## src/rtl/z80_ext_bus_ctrl_if.sv

```systemverilog
// Signal bundle between the Z80 socket controller, the top-level pins and the system bus.
// master = the controller, slave = whatever surrounds it (pins, bus fabric, bench).
interface z80_ext_bus_ctrl_if;
    logic        z80_clk;
    logic        z80_reset_n;
    logic        z80_int_n;
    logic        z80_nmi_n;
    logic        nmi_req;
    logic        z80_m1_n;
    logic        z80_mreq_n;
    logic        z80_iorq_n;
    logic        z80_rd_n;
    logic        z80_wr_n;
    logic [15:0] z80_a;
    logic [7:0]  z80_d_in;
    logic [7:0]  z80_d_out;
    logic        z80_d_oe;
    logic [15:0] bus_addr;
    logic        bus_is_io;
    logic        bus_rd;
    logic        bus_wr;
    logic [7:0]  bus_din;
    logic [7:0]  bus_dout;

    modport master (
        output z80_clk, z80_reset_n, z80_int_n, z80_nmi_n, z80_d_out, z80_d_oe,
        output bus_addr, bus_is_io, bus_rd, bus_wr, bus_dout,
        input  nmi_req, z80_m1_n, z80_mreq_n, z80_iorq_n, z80_rd_n, z80_wr_n,
        input  z80_a, z80_d_in, bus_din
    );

    modport slave (
        input  z80_clk, z80_reset_n, z80_int_n, z80_nmi_n, z80_d_out, z80_d_oe,
        input  bus_addr, bus_is_io, bus_rd, bus_wr, bus_dout,
        output nmi_req, z80_m1_n, z80_mreq_n, z80_iorq_n, z80_rd_n, z80_wr_n,
        output z80_a, z80_d_in, bus_din
    );
endinterface

```

## src/rtl/z80_ext_bus_ctrl.sv

```systemverilog
// Drives the external Z80 socket: clock, reset/INT/NMI timing, and translation of Z80
// machine cycles into single-clk strobes on the internal bus with data-bus direction control.
module z80_ext_bus_ctrl #(
    parameter int         CLK_DIV       = 4,
    parameter int         RESET_TSTATES = 16,
    parameter int         INT_PERIOD    = 69888,
    parameter int         INT_WIDTH     = 32,
    parameter int         NMI_WIDTH     = 16,
    parameter logic [7:0] INTA_VECTOR   = 8'hFF
) (
    input  logic                clk,
    input  logic                rst,
    z80_ext_bus_ctrl_if.master  bus
);
    localparam int DW = $clog2(CLK_DIV);
    localparam int RW = $clog2(RESET_TSTATES + 1);
    localparam int TW = $clog2(INT_PERIOD + 1);
    localparam int NW = $clog2(NMI_WIDTH + 1);

    typedef enum logic {HOLD, RUN} rstate_t;
    typedef enum logic [2:0] {IDLE, RD_WAIT, RD_DRIVE, WR_DONE, INTA_DRIVE, WAIT_END} cyc_t;

    logic [DW-1:0] div_q, div_d;
    logic          z80_clk_q, z80_clk_d;
    rstate_t       rstate_q, rstate_d;
    logic [RW-1:0] rcnt_q, rcnt_d;
    logic [TW-1:0] tcnt_q, tcnt_d;
    logic          int_n_q, int_n_d;
    logic [NW-1:0] ncnt_q, ncnt_d;
    logic          nmi_n_q, nmi_n_d;
    cyc_t          cyc_q, cyc_d;
    logic          rd_phase_q, rd_phase_d;
    logic          bus_rd_q, bus_rd_d, bus_wr_q, bus_wr_d;
    logic [15:0]   addr_q, addr_d;
    logic          is_io_q, is_io_d;
    logic [7:0]    dout_q, dout_d, d_out_q, d_out_d;
    logic          oe_q, oe_d;
    logic          tick, inta_rec, enter_run;

    // Bit order: 4=M1, 3=MREQ, 2=IORQ, 1=RD, 0=WR (all active low at the pins)
    logic [4:0] async_n, meta_q, sync_q;
    assign async_n = {bus.z80_m1_n, bus.z80_mreq_n, bus.z80_iorq_n, bus.z80_rd_n, bus.z80_wr_n};

    generate
        for (genvar gi = 0; gi < 5; gi++) begin : g_sync
            always_ff @(posedge clk) begin
                if (rst) begin
                    meta_q[gi] <= 1'b1;
                    sync_q[gi] <= 1'b1;
                end else begin
                    meta_q[gi] <= async_n[gi];
                    sync_q[gi] <= meta_q[gi];
                end
            end
        end
    endgenerate

    logic m1, mreq, iorq, rd, wr;
    assign {m1, mreq, iorq, rd, wr} = ~sync_q;

    always_comb begin
        tick      = (div_q == DW'(CLK_DIV - 1));
        div_d     = tick ? '0 : div_q + 1'b1;
        z80_clk_d = (div_d < DW'(CLK_DIV / 2));

        rstate_d  = rstate_q;
        rcnt_d    = rcnt_q;
        enter_run = 1'b0;
        if (rstate_q == HOLD && tick) begin
            if (rcnt_q == RW'(RESET_TSTATES - 1)) begin
                rstate_d  = RUN;
                rcnt_d    = '0;
                enter_run = 1'b1;
            end else begin
                rcnt_d = rcnt_q + 1'b1;
            end
        end

        cyc_d      = cyc_q;
        rd_phase_d = rd_phase_q;
        bus_rd_d   = 1'b0;
        bus_wr_d   = 1'b0;
        addr_d     = addr_q;
        is_io_d    = is_io_q;
        dout_d     = dout_q;
        d_out_d    = d_out_q;
        oe_d       = oe_q;
        inta_rec   = 1'b0;
        case (cyc_q)
            IDLE: begin
                if (iorq && m1) begin
                    d_out_d  = INTA_VECTOR;
                    oe_d     = 1'b1;
                    inta_rec = 1'b1;
                    cyc_d    = INTA_DRIVE;
                end else if (rd && (mreq || (iorq && !m1))) begin
                    addr_d     = bus.z80_a;
                    is_io_d    = !mreq;
                    bus_rd_d   = 1'b1;
                    rd_phase_d = 1'b0;
                    cyc_d      = RD_WAIT;
                end else if (wr && (mreq || iorq)) begin
                    addr_d   = bus.z80_a;
                    dout_d   = bus.z80_d_in;
                    is_io_d  = !mreq;
                    bus_wr_d = 1'b1;
                    cyc_d    = WR_DONE;
                end
            end
            // bus_din arrives one clk after the clk in which the strobe was seen, so wait two clks
            RD_WAIT: begin
                if (!rd_phase_q) begin
                    rd_phase_d = 1'b1;
                end else begin
                    rd_phase_d = 1'b0;
                    d_out_d    = bus.bus_din;
                    oe_d       = 1'b1;
                    cyc_d      = RD_DRIVE;
                end
            end
            RD_DRIVE, INTA_DRIVE: begin
                if (!rd && !iorq) begin
                    oe_d  = 1'b0;
                    cyc_d = IDLE;
                end
            end
            WR_DONE:  cyc_d = WAIT_END;
            WAIT_END: if (!mreq && !iorq && !rd && !wr) cyc_d = IDLE;
            default:  cyc_d = IDLE;
        endcase
        if (rstate_q == HOLD) begin
            cyc_d      = IDLE;
            oe_d       = 1'b0;
            bus_rd_d   = 1'b0;
            bus_wr_d   = 1'b0;
            rd_phase_d = 1'b0;
            inta_rec   = 1'b0;
        end

        // Acknowledge first so that a simultaneous period wrap re-asserts INT
        tcnt_d  = tcnt_q;
        int_n_d = int_n_q;
        if (inta_rec) int_n_d = 1'b1;
        if (enter_run) begin
            tcnt_d  = '0;
            int_n_d = 1'b0;
        end else if (rstate_q == HOLD) begin
            tcnt_d  = '0;
            int_n_d = 1'b1;
        end else if (tick) begin
            tcnt_d = (tcnt_q == TW'(INT_PERIOD - 1)) ? '0 : tcnt_q + 1'b1;
            if (tcnt_d == '0)                 int_n_d = 1'b0;
            else if (tcnt_d == TW'(INT_WIDTH)) int_n_d = 1'b1;
        end

        ncnt_d  = ncnt_q;
        nmi_n_d = nmi_n_q;
        if (rstate_q == HOLD) begin
            ncnt_d  = '0;
            nmi_n_d = 1'b1;
        end else if (nmi_n_q) begin
            if (bus.nmi_req) begin
                ncnt_d  = '0;
                nmi_n_d = 1'b0;
            end
        end else if (tick) begin
            if (ncnt_q == NW'(NMI_WIDTH - 1)) begin
                ncnt_d  = '0;
                nmi_n_d = 1'b1;
            end else begin
                ncnt_d = ncnt_q + 1'b1;
            end
        end
    end

    always_ff @(posedge clk) begin
        if (rst) begin
            div_q      <= '0;
            z80_clk_q  <= 1'b1;
            rstate_q   <= HOLD;
            rcnt_q     <= '0;
            tcnt_q     <= '0;
            int_n_q    <= 1'b1;
            ncnt_q     <= '0;
            nmi_n_q    <= 1'b1;
            cyc_q      <= IDLE;
            rd_phase_q <= 1'b0;
            bus_rd_q   <= 1'b0;
            bus_wr_q   <= 1'b0;
            addr_q     <= '0;
            is_io_q    <= 1'b0;
            dout_q     <= '0;
            d_out_q    <= '0;
            oe_q       <= 1'b0;
        end else begin
            div_q      <= div_d;
            z80_clk_q  <= z80_clk_d;
            rstate_q   <= rstate_d;
            rcnt_q     <= rcnt_d;
            tcnt_q     <= tcnt_d;
            int_n_q    <= int_n_d;
            ncnt_q     <= ncnt_d;
            nmi_n_q    <= nmi_n_d;
            cyc_q      <= cyc_d;
            rd_phase_q <= rd_phase_d;
            bus_rd_q   <= bus_rd_d;
            bus_wr_q   <= bus_wr_d;
            addr_q     <= addr_d;
            is_io_q    <= is_io_d;
            dout_q     <= dout_d;
            d_out_q    <= d_out_d;
            oe_q       <= oe_d;
        end
    end

    assign bus.z80_clk     = z80_clk_q;
    assign bus.z80_reset_n = (rstate_q == RUN);
    assign bus.z80_int_n   = int_n_q;
    assign bus.z80_nmi_n   = nmi_n_q;
    assign bus.z80_d_out   = d_out_q;
    assign bus.z80_d_oe    = oe_q;
    assign bus.bus_addr    = addr_q;
    assign bus.bus_is_io   = is_io_q;
    assign bus.bus_rd      = bus_rd_q;
    assign bus.bus_wr      = bus_wr_q;
    assign bus.bus_dout    = dout_q;
endmodule

```

## src/flat_wrapper.sv

```systemverilog
// flat-port wrapper written by rule: the top's interface ports become plain ports
module z80_ext_bus_ctrl_flat 
#(
    parameter int         CLK_DIV       = 4,
    parameter int         RESET_TSTATES = 16,
    parameter int         INT_PERIOD    = 69888,
    parameter int         INT_WIDTH     = 32,
    parameter int         NMI_WIDTH     = 16,
    parameter logic [7:0] INTA_VECTOR   = 8'hFF
)
  (clk, rst, bus_z80_clk, bus_z80_reset_n, bus_z80_int_n, bus_z80_nmi_n, bus_z80_d_out, bus_z80_d_oe, bus_bus_addr, bus_bus_is_io, bus_bus_rd, bus_bus_wr, bus_bus_dout, bus_nmi_req, bus_z80_m1_n, bus_z80_mreq_n, bus_z80_iorq_n, bus_z80_rd_n, bus_z80_wr_n, bus_z80_a, bus_z80_d_in, bus_bus_din);
  z80_ext_bus_ctrl_if bus_i ();
  input  logic clk;
  input  logic rst;
  output wire logic [$bits(bus_i.z80_clk)-1:0] bus_z80_clk;
  output wire logic [$bits(bus_i.z80_reset_n)-1:0] bus_z80_reset_n;
  output wire logic [$bits(bus_i.z80_int_n)-1:0] bus_z80_int_n;
  output wire logic [$bits(bus_i.z80_nmi_n)-1:0] bus_z80_nmi_n;
  output wire logic [$bits(bus_i.z80_d_out)-1:0] bus_z80_d_out;
  output wire logic [$bits(bus_i.z80_d_oe)-1:0] bus_z80_d_oe;
  output wire logic [$bits(bus_i.bus_addr)-1:0] bus_bus_addr;
  output wire logic [$bits(bus_i.bus_is_io)-1:0] bus_bus_is_io;
  output wire logic [$bits(bus_i.bus_rd)-1:0] bus_bus_rd;
  output wire logic [$bits(bus_i.bus_wr)-1:0] bus_bus_wr;
  output wire logic [$bits(bus_i.bus_dout)-1:0] bus_bus_dout;
  input wire logic [$bits(bus_i.nmi_req)-1:0] bus_nmi_req;
  input wire logic [$bits(bus_i.z80_m1_n)-1:0] bus_z80_m1_n;
  input wire logic [$bits(bus_i.z80_mreq_n)-1:0] bus_z80_mreq_n;
  input wire logic [$bits(bus_i.z80_iorq_n)-1:0] bus_z80_iorq_n;
  input wire logic [$bits(bus_i.z80_rd_n)-1:0] bus_z80_rd_n;
  input wire logic [$bits(bus_i.z80_wr_n)-1:0] bus_z80_wr_n;
  input wire logic [$bits(bus_i.z80_a)-1:0] bus_z80_a;
  input wire logic [$bits(bus_i.z80_d_in)-1:0] bus_z80_d_in;
  input wire logic [$bits(bus_i.bus_din)-1:0] bus_bus_din;
  assign bus_z80_clk = bus_i.z80_clk;
  assign bus_z80_reset_n = bus_i.z80_reset_n;
  assign bus_z80_int_n = bus_i.z80_int_n;
  assign bus_z80_nmi_n = bus_i.z80_nmi_n;
  assign bus_z80_d_out = bus_i.z80_d_out;
  assign bus_z80_d_oe = bus_i.z80_d_oe;
  assign bus_bus_addr = bus_i.bus_addr;
  assign bus_bus_is_io = bus_i.bus_is_io;
  assign bus_bus_rd = bus_i.bus_rd;
  assign bus_bus_wr = bus_i.bus_wr;
  assign bus_bus_dout = bus_i.bus_dout;
  assign bus_i.nmi_req = bus_nmi_req;
  assign bus_i.z80_m1_n = bus_z80_m1_n;
  assign bus_i.z80_mreq_n = bus_z80_mreq_n;
  assign bus_i.z80_iorq_n = bus_z80_iorq_n;
  assign bus_i.z80_rd_n = bus_z80_rd_n;
  assign bus_i.z80_wr_n = bus_z80_wr_n;
  assign bus_i.z80_a = bus_z80_a;
  assign bus_i.z80_d_in = bus_z80_d_in;
  assign bus_i.bus_din = bus_bus_din;
  z80_ext_bus_ctrl #(.CLK_DIV(CLK_DIV), .RESET_TSTATES(RESET_TSTATES), .INT_PERIOD(INT_PERIOD), .INT_WIDTH(INT_WIDTH), .NMI_WIDTH(NMI_WIDTH), .INTA_VECTOR(INTA_VECTOR)) u_core (.clk(clk), .rst(rst), .bus(bus_i));
endmodule
```

## config.mk

```make
export PLATFORM = sky130hd
export DESIGN_NAME = z80_ext_bus_ctrl_flat
export DESIGN_NICKNAME = d
export VERILOG_FILES = /design/src/rtl/z80_ext_bus_ctrl_if.sv /design/src/rtl/z80_ext_bus_ctrl.sv /design/src/flat_wrapper.sv
export SDC_FILE = /design/constraint.sdc
export NUM_CORES = 1
export LEC_CHECK = 0
export ABC_AREA = 0
export ABC_CLOCK_PERIOD_IN_PS = 1950
export BUFFER_PORTS_ARGS = -buffer_cell sky130_fd_sc_hd__buf_2
export CAP_MARGIN = 15
export CORE_MARGIN = 2
export CORE_UTILIZATION = 50
export CTS_BUF_LIST = sky130_fd_sc_hd__clkbuf_2
export DETAILED_ROUTE_END_ITERATION = 7
export PLACE_DENSITY = 0.79
export REMOVE_ABC_BUFFERS = 1
export SYNTH_ARGS = -nofsm -noshare
export SYNTH_HDL_FRONTEND = slang
export SYNTH_SLANG_ARGS = --single-unit
```

## constraint.sdc

```tcl
create_clock -name clk -period 1.95 [get_ports clk]
set_clock_uncertainty 0.05 [all_clocks]
set_input_delay 0.195 -clock clk [delete_from_list [all_inputs] [get_ports clk]]
set_output_delay 0.195 -clock clk [all_outputs]
set_load 0.005 [all_outputs]
```

==> impl_metrics.json, run 1 <==
{
  "status": "complete, but fails checks",
  "violations": "setup timing",
  "post-synth-top-count-cell": "dfxtp_1",
  "core_area_um2": 7137,
  "seq_power_share": 0.602,
  "maxSlewHeadroom": 0.6804,
  "grt_start_max_net_pins": 52,
  "synth_top_area_share": 0.4592,
  "synthAdderAreaFrac": 0.01383,
  "grt_pass1_vias": 3286,
  "synth.avg_cell_area_um2": 8.934,
  "pwr-share-comb": 0.080,
  "p_leak_nw": 2.115,
  "fin_tns_setup_ps": -50.55,
  "synth_top_family_by_area": "simple AND/OR/NAND/NOR gates",
  "drtIter0Drc": 248,
  "hp-class": "primary input to register",
  "fin_crit_sh": 1.026,
  "synth-simple-area-share": 0.2569,
  "slew_violations": 0,
  "rsz0062_at_grt": "yes",
  "cap_violations": 0,
  "synth-compound-area-share": 0.09855,
  "antenna_cells": 0,
  "cts_made_buffers": 9,
  "io_pins": 80,
  "die_area_um2": 7933,
  "fp.dieH_um": 89.07,
  "ys_ff_latch": 83,
  "finalHoldViolations": 0,
  "start_util": 0.5070,
  "path_cells": "nand3_1 > nor4_1 > xnor2_1 > nand3_1 > or3_1 > a21oi_1",
  "cts_root_buf": "clkbuf_2",
  "grt_pass1_wl_mm": 14.77,
  "switching_power_uw": 817.9,
  "drive_above_1_share": 0.3126,
  "cp_top_family": "simple AND/OR/NAND/NOR gates",
  "netlist_top_cells_count": "dfxtp_1, nor2_1, mux2i_1",
  "syn_area_um2": 3618,
  "vias": 3433,
  "critPathMaxFanout": 7,
  "clock_latency_ps": 550,
  "synth.top_cells.by_area": "dfxtp_1, mux2i_1, nor2_1, a21oi_1, xnor2_1",
  "cp-start-kind": "register",
  "async_reset_ff_frac": 0,
  "power_density_nw_per_um2": 593.4,
  "wl_mm": 9.192,
  "antenna_found_initial": 0,
  "portBuffers": 79,
  "synthMuxAreaShare": 0.08921,
  "synth.distinct_cells": 51,
  "rows": 31,
  "cts_sinks": 83,
  "drc_errors": 0,
  "synthesis.instances": 405,
  "synth_xor_xnor_area_share": 0.04357,
  "clock_power_share": 0.318,
  "layout_setup_ws_ps": -50.55,
  "cts_max_path_buffers": 2,
  "crit_required_ps": 2380,
  "r2r_cells": 6,
  "setup_viol": 1,
  "arrival_ps": 2430,
  "first_pass_iters": 5,
  "yosys_most_used_dff": "dfxtp_1",
  "swShare": 0.2813,
  "crit_slowest_cell": "dfxtp_1",
  "hold_path_depth": 4,
  "internal_power_mw": 2.090,
  "synth_top_cell_by_area": "dfxtp_1",
  "wl_per_cell_um": 14.23,
  "dp_hpwl_mm": 5.519,
  "yosysSeqAreaShare": 0.4592,
  "nets": 586,
  "syn_to_final_growth_pct": 35.44,
  "die_width_um": 89.07,
  "tightest_slew_ps": 479.5,
  "end_kind": "register",
  "hold_ws_ps": 52.51,
  "tritoncts": "done",
  "synth_edf_count": 0,
  "vias_per_cell": 5.314,
  "cp_common_cell": "nand3_1",
  "h-tree-depth": 3,
  "path_class": "register to register",
  "ir_worst_vdd_v": 0.0004729,
  "clk_pin_slew_worst_paths_ps": 260,
  "gr-usage-all-layers": 0.2384,
  "synth-warning-count": 0,
  "place.gp.congestion": 0.9207,
  "period_minus_slack_ps": 2001,
  "path_buf_inv": 0,
  "drtAntennaViolNets": 0,
  "worst_path_largest_cell_delay_ps": 480,
  "path_depth": 6,
  "fmax_mhz": 499.9,
  "overflow": 0
}
==> state kept, by name, summed over array words and instances, names as in the netlist, 2 cells and up <==
register,count
u_core.sync_q,5
u_core.rcnt_q,5
u_core.cyc_q,3
u_core.div_q,2
u_core.tcnt_q,17
u_core.meta_q,5
u_core.ncnt_q,5
u_core.bus.bus_addr,16
u_core.bus.bus_dout,8
u_core.bus.z80_d_out,8
==> worst register-to-register path, stage by stage (launching register included) <==
cell	delay (ps)
dfxtp_1	480
nand3_1	250
nor4_1	450
xnor2_1	170
nand3_1	110
or3_1	330
a21oi_1	130
==> path summary, 6_finish.rpt <==
kind              slack [ps]               from                   end
setup / recovery         -50  u_core.tcnt_q[10]  u_core.bus.z80_int_n
hold / removal            50                rst  u_core.bus.z80_nmi_n
setup reg to reg         -50  u_core.tcnt_q[10]  u_core.bus.z80_int_n
hold reg to reg          390    u_core.div_q[0]       u_core.div_q[0]
==> power by group through the flow <==
stage                     clock [mW]  sequential, mW  combinational [mW]
after floorplan                    0            1.78              0.0715
after global placement             0            1.78               0.157
after detailed placement           0            1.78               0.161
after CTS                      0.936            1.75               0.222
after global routing            1.03            1.76               0.254
final                          0.926            1.75               0.232
==> through the flow <==
step	instances	util	instance area [um2]	total power, mW	setup WS [ps]
global route	646	0.6867	4901	3.041	-135.6
global placement	585	0.5927	4230	1.938	-24.58
finish	646	0.6867	4901	2.908	-50.55
floorplan	378	-	3493	1.853	-11.75
CTS	643	0.6765	4828	2.910	1.470
detailed placement	585	0.5927	4230	1.944	-71.96
==> layer usage <==
| metal | GRT usage | vias to the layer above | routed length [um] | share of wire |
|---|---|---|---|---|
| met3 | 0.03601 | 29 | 428 | 0.047 |
| met4 | 0.1194 | 0 | 285 | 0.031 |
| li1 | - | 1682 | - | - |
| met1 | 0.2856 | 1593 | 3811 | 0.41 |
| met2 | 0.4159 | 129 | 4667 | 0.51 |
| met5 | 0 | - | 0 | 0 |
==> logic make-up (layout without fill, tap and decap cells) <==
| group | Yosys count | after routing |
|---|---|---|
| buf+inv | 31 | 173 |
| fa+ha+maj | 4 | 4 |
| mux | 32 | 32 |
| flops | 83 | 83 |
| xor+xnor | 18 | 18 |
| simple gates | 181 | 181 |
| compound gates | 56 | 56 |
==> layout make-up <==
class	instances	area (um2)
Tap cell	99	123.9
Sequential cell	83	1680
Multi-Input combinational cell	291	1898
Clock buffer	9	45.04
Fill cell	533	2236
Timing Repair Buffer	153	1061
Inverter	4	15.01
Clock inverter	7	77.57
==> cells in the final DEF (no fill, tap or decap), types with 4 or more instances in the layout <==
cell type	count
nand2_1	19
clkbuf_2	9
nor3_1	14
a211oi_1	9
nand3_1	9
dfxtp_1	72
o21ai_0	7
nand3b_1	4
or3_1	5
xor2_1	6
or2_2	13
nand4_1	8
mux2i_1	30
xnor2_1	12
inv_8	4
dfxtp_2	9
nor2_1	71
nor2b_1	7
nand2b_1	5
buf_6	4
buf_4	32
buf_2	79
a21oi_1	20
o211ai_1	4
dlygate4sd3_1	38
==> repair_timing <==
item	CTS	global route
gates resized for setup	17	12
hold buffers	38	0
setup endpoints to repair	2	9
setup buffers	5	3
pin swaps	6	4
hold endpoints to repair	40	0
Note: power is estimated with default switching activity, not from simulation.
==> run 2: changes to the inputs <==
Settings changed: PLACE_DENSITY 0.79 to default, PLACE_DENSITY_LB_ADDON from default to 0.3.
==> run 2 against run 1 <==
Net effect:
- the run now ends clean
- non-clock buffer count shrank 4
- setup slack better by 73 ps
- critical path type unchanged
- core utilization grew 0.32 points
- largest power group unchanged
- hold slack better by 280 ps
- power increased by 5.6%
- routed wire length down 6.2%
- combinational power is 2% lower
- final cell count down 0.62%
- highest routed layer unchanged
- global-route usage down 1.1 points
- fmax up 3.8%
- critical endpoint unchanged
- sequential power hardly changed
- die area is the same
==> impl_metrics.json, run 2 (synthesis gave the netlist of run 1 again) <==
{
  "grt_util_met1": 0.2758,
  "h-tree-depth": 3,
  "nets": 582,
  "switching_power_uw": 751.9,
  "crit_required_ps": 2380,
  "cts_made_buffers": 9,
  "grt_util_met3": 0.05263,
  "r2r_cells": 7,
  "path_class": "register to register",
  "wl_per_cell_um": 13.43,
  "p_leak_nw": 2.127,
  "path_depth": 7,
  "fin_tns_setup_ps": 0,
  "path_buf_inv": 1,
  "crit_start": "u_core.tcnt_q[6]",
  "cp_top_family": "simple AND/OR/NAND/NOR gates",
  "clk_pin_slew_worst_paths_ps": 240,
  "rows": 31,
  "grt_pass1_vias": 3148,
  "total_power_mw": 3.071,
  "ir_worst_vdd_v": 0.0005157,
  "io_pins": 80,
  "cp-start-kind": "register",
  "wl_mm": 8.621,
  "cp-endpoint": "u_core.bus.z80_int_n",
  "slew_violations": 0,
  "die_area_um2": 7933,
  "layout_commonest_cell": "buf_2",
  "path_cells": "nand4_4 > buf_4 > o21ai_1 > a2111oi_4 > nor2_1 > or3_1 > a21oi_2",
  "layout_setup_ws_ps": 22.19,
  "cap_violations": 0,
  "seq_power_share": 0.570,
  "dp.cells": 587,
  "internal_power_mw": 2.319,
  "portBuffers": 79,
  "worst_path_largest_cell_delay_ps": 400,
  "start_util": 0.5070,
  "drive_above_1_share": 0.3186,
  "fin_crit_sh": 0.9886,
  "use_met2": 0.3928,
  "hp-class": "primary input to register",
  "gr-usage-all-layers": 0.2275,
  "final_cells": 642,
  "drtAntennaViolNets": 0,
  "fp.dieH_um": 89.07,
  "antenna_found_initial": 0,
  "design_area_um2": 4923,
  "fillers": 580,
  "reg2reg_from": "u_core.tcnt_q[6]",
  "critPathMaxFanout": 7,
  "largest_reg_flops": 17,
  "cts_root_buf": "clkbuf_2",
  "die_width_um": 89.07,
  "period_minus_slack_ps": 1928,
  "crit_slowest_cell": "dfxtp_2",
  "setup_viol": 0,
  "top_usage_layer": "met2",
  "fmax_mhz": 518.7,
  "core_area_um2": 7137,
  "post-route-util": 0.6899,
  "r2r_slack_ps": 20,
  "power_density_nw_per_um2": 623.7,
  "finalHoldViolations": 0,
  "first_pass_iters": 4,
  "pwr-share-comb": 0.074,
  "tritoncts": "done",
  "antenna_cells": 0,
  "dp_hpwl_mm": 5.562,
  "drtIter0Drc": 132,
  "drc_errors": 0,
  "hold_ws_ps": 335.2,
  "dp_slack_ps": -60.68,
  "maxSlewHeadroom": 0.6676,
  "end_kind": "register",
  "place.gp.congestion": 0.9362,
  "vias": 3310,
  "rsz0062_at_grt": "yes",
  "mostFrequentLayoutCells": "buf_2, nor2_1, dfxtp_1",
  "overflow": 0,
  "arrival_ps": 2360,
  "grt_start_max_net_pins": 52,
  "cts_max_path_buffers": 2,
  "placed_area_um2": 4245,
  "rr_endpoint": "u_core.bus.z80_int_n",
  "status": "completed",
  "swShare": 0.2448,
  "clock_power_share": 0.356,
  "cts_sinks": 83,
  "vias_per_cell": 5.156,
  "syn_to_final_growth_pct": 36.06,
  "top_register": "u_core.tcnt_q",
  "grt_pass1_wl_mm": 14.14,
  "tightest_slew_ps": 497.6,
  "clock_latency_ps": 520
}
## run 2: worst min-delay path by stage
| stage | to | slack (ps) | cells past startpoint | start |
|---|---|---|---|---|
| after floorplan | u_core.div_q[0] | 220 | 1 | rst |
| after global placement | u_core.meta_q[3] | 330 | 2 | bus_z80_mreq_n |
| after detailed placement | u_core.meta_q[3] | 330 | 2 | bus_z80_mreq_n |
| after CTS | u_core.meta_q[3] | 280 | 3 | bus_z80_mreq_n |
| after global routing | u_core.meta_q[4] | 290 | 3 | bus_z80_m1_n |
| final | u_core.meta_q[4] | 340 | 3 | bus_z80_m1_n |
## run 2: power groups by stage
stage               logic [mW]  clock network (mW)  registers [mW]
CTS                      0.224                1.12            1.75
global placement         0.158                   0            1.78
detailed placement       0.163                   0            1.78
floorplan               0.0715                   0            1.78
global route             0.252                1.19            1.76
finish                   0.228                1.09            1.75
## run 2: per-layer routing
metal / vias up / wire, um
li1: 1677 / -
met1: 1527 / 3728
met2: 93 / 4297
met3: 13 / 463
met4: 0 / 131
met5: - / 0
## run 2: area by class of cell
class,instances,area (um2),share of cell area
Multi-Input combinational cell,291,1934,0.3929
Sequential cell,83,1682,0.3415
Timing Repair Buffer,149,1018,0.2069
Tap cell,99,123.9,0.02516
Clock inverter,7,105.1,0.02135
Clock buffer,9,45.04,0.009149
Inverter,4,15.01,0.003050
## run 2: repair_timing
action,in CTS,in global routing
pin swaps,5,3
endpoints found under the setup margin,1,2
hold buffers,39,0
gates cloned,0,0
endpoints found under the hold margin,42,0
buffers inserted,0,0
gates resized for setup,17,16
## run 2: worst min-delay path: stages
cell,delay (ps)
dlygate4sd3_1,520
buf_2,90
or2_2,80
==> run 3: changes to the inputs <==
Settings changed: REMOVE_ABC_BUFFERS 1 to default.
==> run 3 against run 2 <==
Net effect:
- the run now ends with setup timing left
- clock power shrank 18%
- routed wire length grew 2.4%
- register-to-register slack lost 20 ps
- critical path depth is the same
- sequential power is essentially flat
- largest power group unchanged
- highest routed layer unchanged
==> impl_metrics.json, run 3 (synthesis gave the netlist of run 1 again) <==
{
  "cts_made_buffers": 9,
  "crit_slowest_cell": "dfxtp_2",
  "final_cells": 640,
  "die_area_um2": 7933,
  "hp-class": "primary input to register",
  "maxSlewHeadroom": 0.6766,
  "p_leak_nw": 2.076,
  "overflow": 0,
  "rows": 31,
  "fin_crit_sh": 1.000,
  "hold_path_depth": 3,
  "start_util": 0.5070,
  "antenna_cells": 0,
  "reg2reg_from": "u_core.tcnt_q[1]",
  "path_class": "register to register",
  "dp.cells": 583,
  "path_buf_inv": 0,
  "drive_above_1_share": 0.3013,
  "wl_per_cell_um": 13.79,
  "syn_to_final_growth_pct": 33.71,
  "layout_commonest_cell": "buf_2",
  "layout_setup_ws_ps": -0.5782,
  "drc_errors": 0,
  "hold_path_startpoint": "bus_z80_m1_n",
  "worstHoldEndpoint": "u_core.meta_q[4]",
  "finalHoldViolations": 0,
  "top_register": "u_core.tcnt_q",
  "violations": "setup timing",
  "fmax_mhz": 512.7,
  "status": "complete, but fails checks",
  "r2r_slack_ps": -0.6,
  "fillers": 577,
  "grt_pass1_wl_mm": 13.89,
  "path_depth": 7,
  "synth_nets": 449,
  "critPathMaxFanout": 4,
  "cap_violations": 0,
  "cts_root_buf": "clkbuf_2",
  "core_area_um2": 7137,
  "cts_max_path_buffers": 2,
  "end_kind": "register",
  "h-tree-depth": 3,
  "io_pins": 80,
  "tritoncts": "done",
  "rr_endpoint": "u_core.bus.z80_int_n",
  "dp_hpwl_mm": 5.429,
  "drtAntennaViolNets": 0,
  "portBuffers": 79,
  "cp-start-kind": "register",
  "grt_start_max_net_pins": 50,
  "mostFrequentLayoutCells": "buf_2, dfxtp_1, nor2_1",
  "first_pass_iters": 4,
  "antenna_found_initial": 0,
  "ir_worst_vdd_v": 0.0004249,
  "grt_pass1_vias": 3109,
  "cp_common_cell": "or3_1",
  "fin_tns_setup_ps": -0.5782,
  "drtIter0Drc": 133,
  "wl_mm": 8.824,
  "arrival_ps": 2400,
  "nets": 580,
  "fp.dieH_um": 89.07,
  "vias_per_cell": 5.219,
  "clock_latency_ps": 530,
  "clk_pin_slew_worst_paths_ps": 260,
  "path_cells": "ha_4 > and3_4 > or3_1 > a21oi_2 > o211ai_1 > or3_1 > a21oi_1",
  "slew_violations": 0,
  "power_density_nw_per_um2": 594.7,
  "r2r_cells": 7,
  "cp_top_family": "simple AND/OR/NAND/NOR gates",
  "largest_reg_flops": 17,
  "period_minus_slack_ps": 1951,
  "tightest_slew_ps": 481.4,
  "place.gp.congestion": 0.9017,
  "cts_sinks": 83,
  "gr-usage-all-layers": 0.2236,
  "rsz0062_at_grt": "yes",
  "setup_viol": 1,
  "post-route-util": 0.6779,
  "die_width_um": 89.07,
  "crit_required_ps": 2400,
  "vias": 3340,
  "worst_path_largest_cell_delay_ps": 400
}
==> run 3: cell count changes in the layout (fill, tap and decap cells not counted), sizes merged <==
cell / change
clkinv: +1
clkinvlp: +1
buf: -2
bufinv: -2
==> run 3: worst max-delay path by stage <==
| stage | startpoint | end | slack [ps] |
|---|---|---|---|
| after floorplan | u_core.tcnt_q[1] | u_core.bus.z80_int_n | 3 |
| after global placement | u_core.tcnt_q[1] | u_core.bus.z80_int_n | 50 |
| after detailed placement | u_core.tcnt_q[1] | u_core.bus.z80_int_n | -30 |
| after CTS | u_core.tcnt_q[1] | u_core.bus.z80_int_n | -7 |
| after global routing | u_core.tcnt_q[1] | u_core.bus.z80_int_n | -60 |
| final | u_core.tcnt_q[1] | u_core.bus.z80_int_n | -0.6 |
==> run 3: where the power goes <==
group          total, mW  internal, mW  switching [mW]
Combinational      0.234         0.140          0.0937
Clock              0.892         0.206           0.686
Sequential          1.75          1.73          0.0173
Total               2.88          2.08           0.797
==> run 3: stage by stage <==
stage / worst slack [ps] / power [mW] / area (um2) / hold WS, ps
floorplan: 2.846 / 1.870 / 3637 / 248.8
global route: -55.99 / 2.996 / 4838 / 276.3
CTS: -7.395 / 2.880 / 4781 / 268.1
global placement: 54.66 / 1.943 / 4247 / 329.2
finish: -0.5782 / 2.877 / 4838 / 302.1
detailed placement: -30.75 / 1.947 / 4247 / 330.7
==> run 3: layer usage <==
| metal | GRT usage | vias up | wire, um |
|---|---|---|---|
| met1 | 0.2725 | 1548 | 3830 |
| met4 | 0.09498 | 0 | 170 |
| met3 | 0.05540 | 19 | 470 |
| met2 | 0.3772 | 96 | 4353 |
| li1 | - | 1677 | - |
| met5 | 0 | - | 0 |
==> run 3: area by class of cell <==
class | count | area [um2] | area share
Timing Repair Buffer | 147 | 1016 | 0.2100
Multi-Input combinational cell | 291 | 1896 | 0.3918
Clock buffer | 9 | 45.04 | 0.009310
Tap cell | 99 | 123.9 | 0.02560
Inverter | 4 | 15.01 | 0.003103
Sequential cell | 83 | 1673 | 0.3457
Clock inverter | 7 | 70.07 | 0.01448
==> run 3: worst reg2reg max path: cells and delay by family, from the launching register on <==
kind            cells  cell delay (ps)
simple gates        3              890
fa+ha+maj           1              170
compound gates      3              410
flops               1              400
==> run 3: timing repair <==
action	in CTS	in global routing
setup endpoints to repair	1	6
gates resized for setup	5	11
endpoints found under the hold margin	43	0
setup buffers	1	1
pin swaps	4	3
hold buffers	39	0
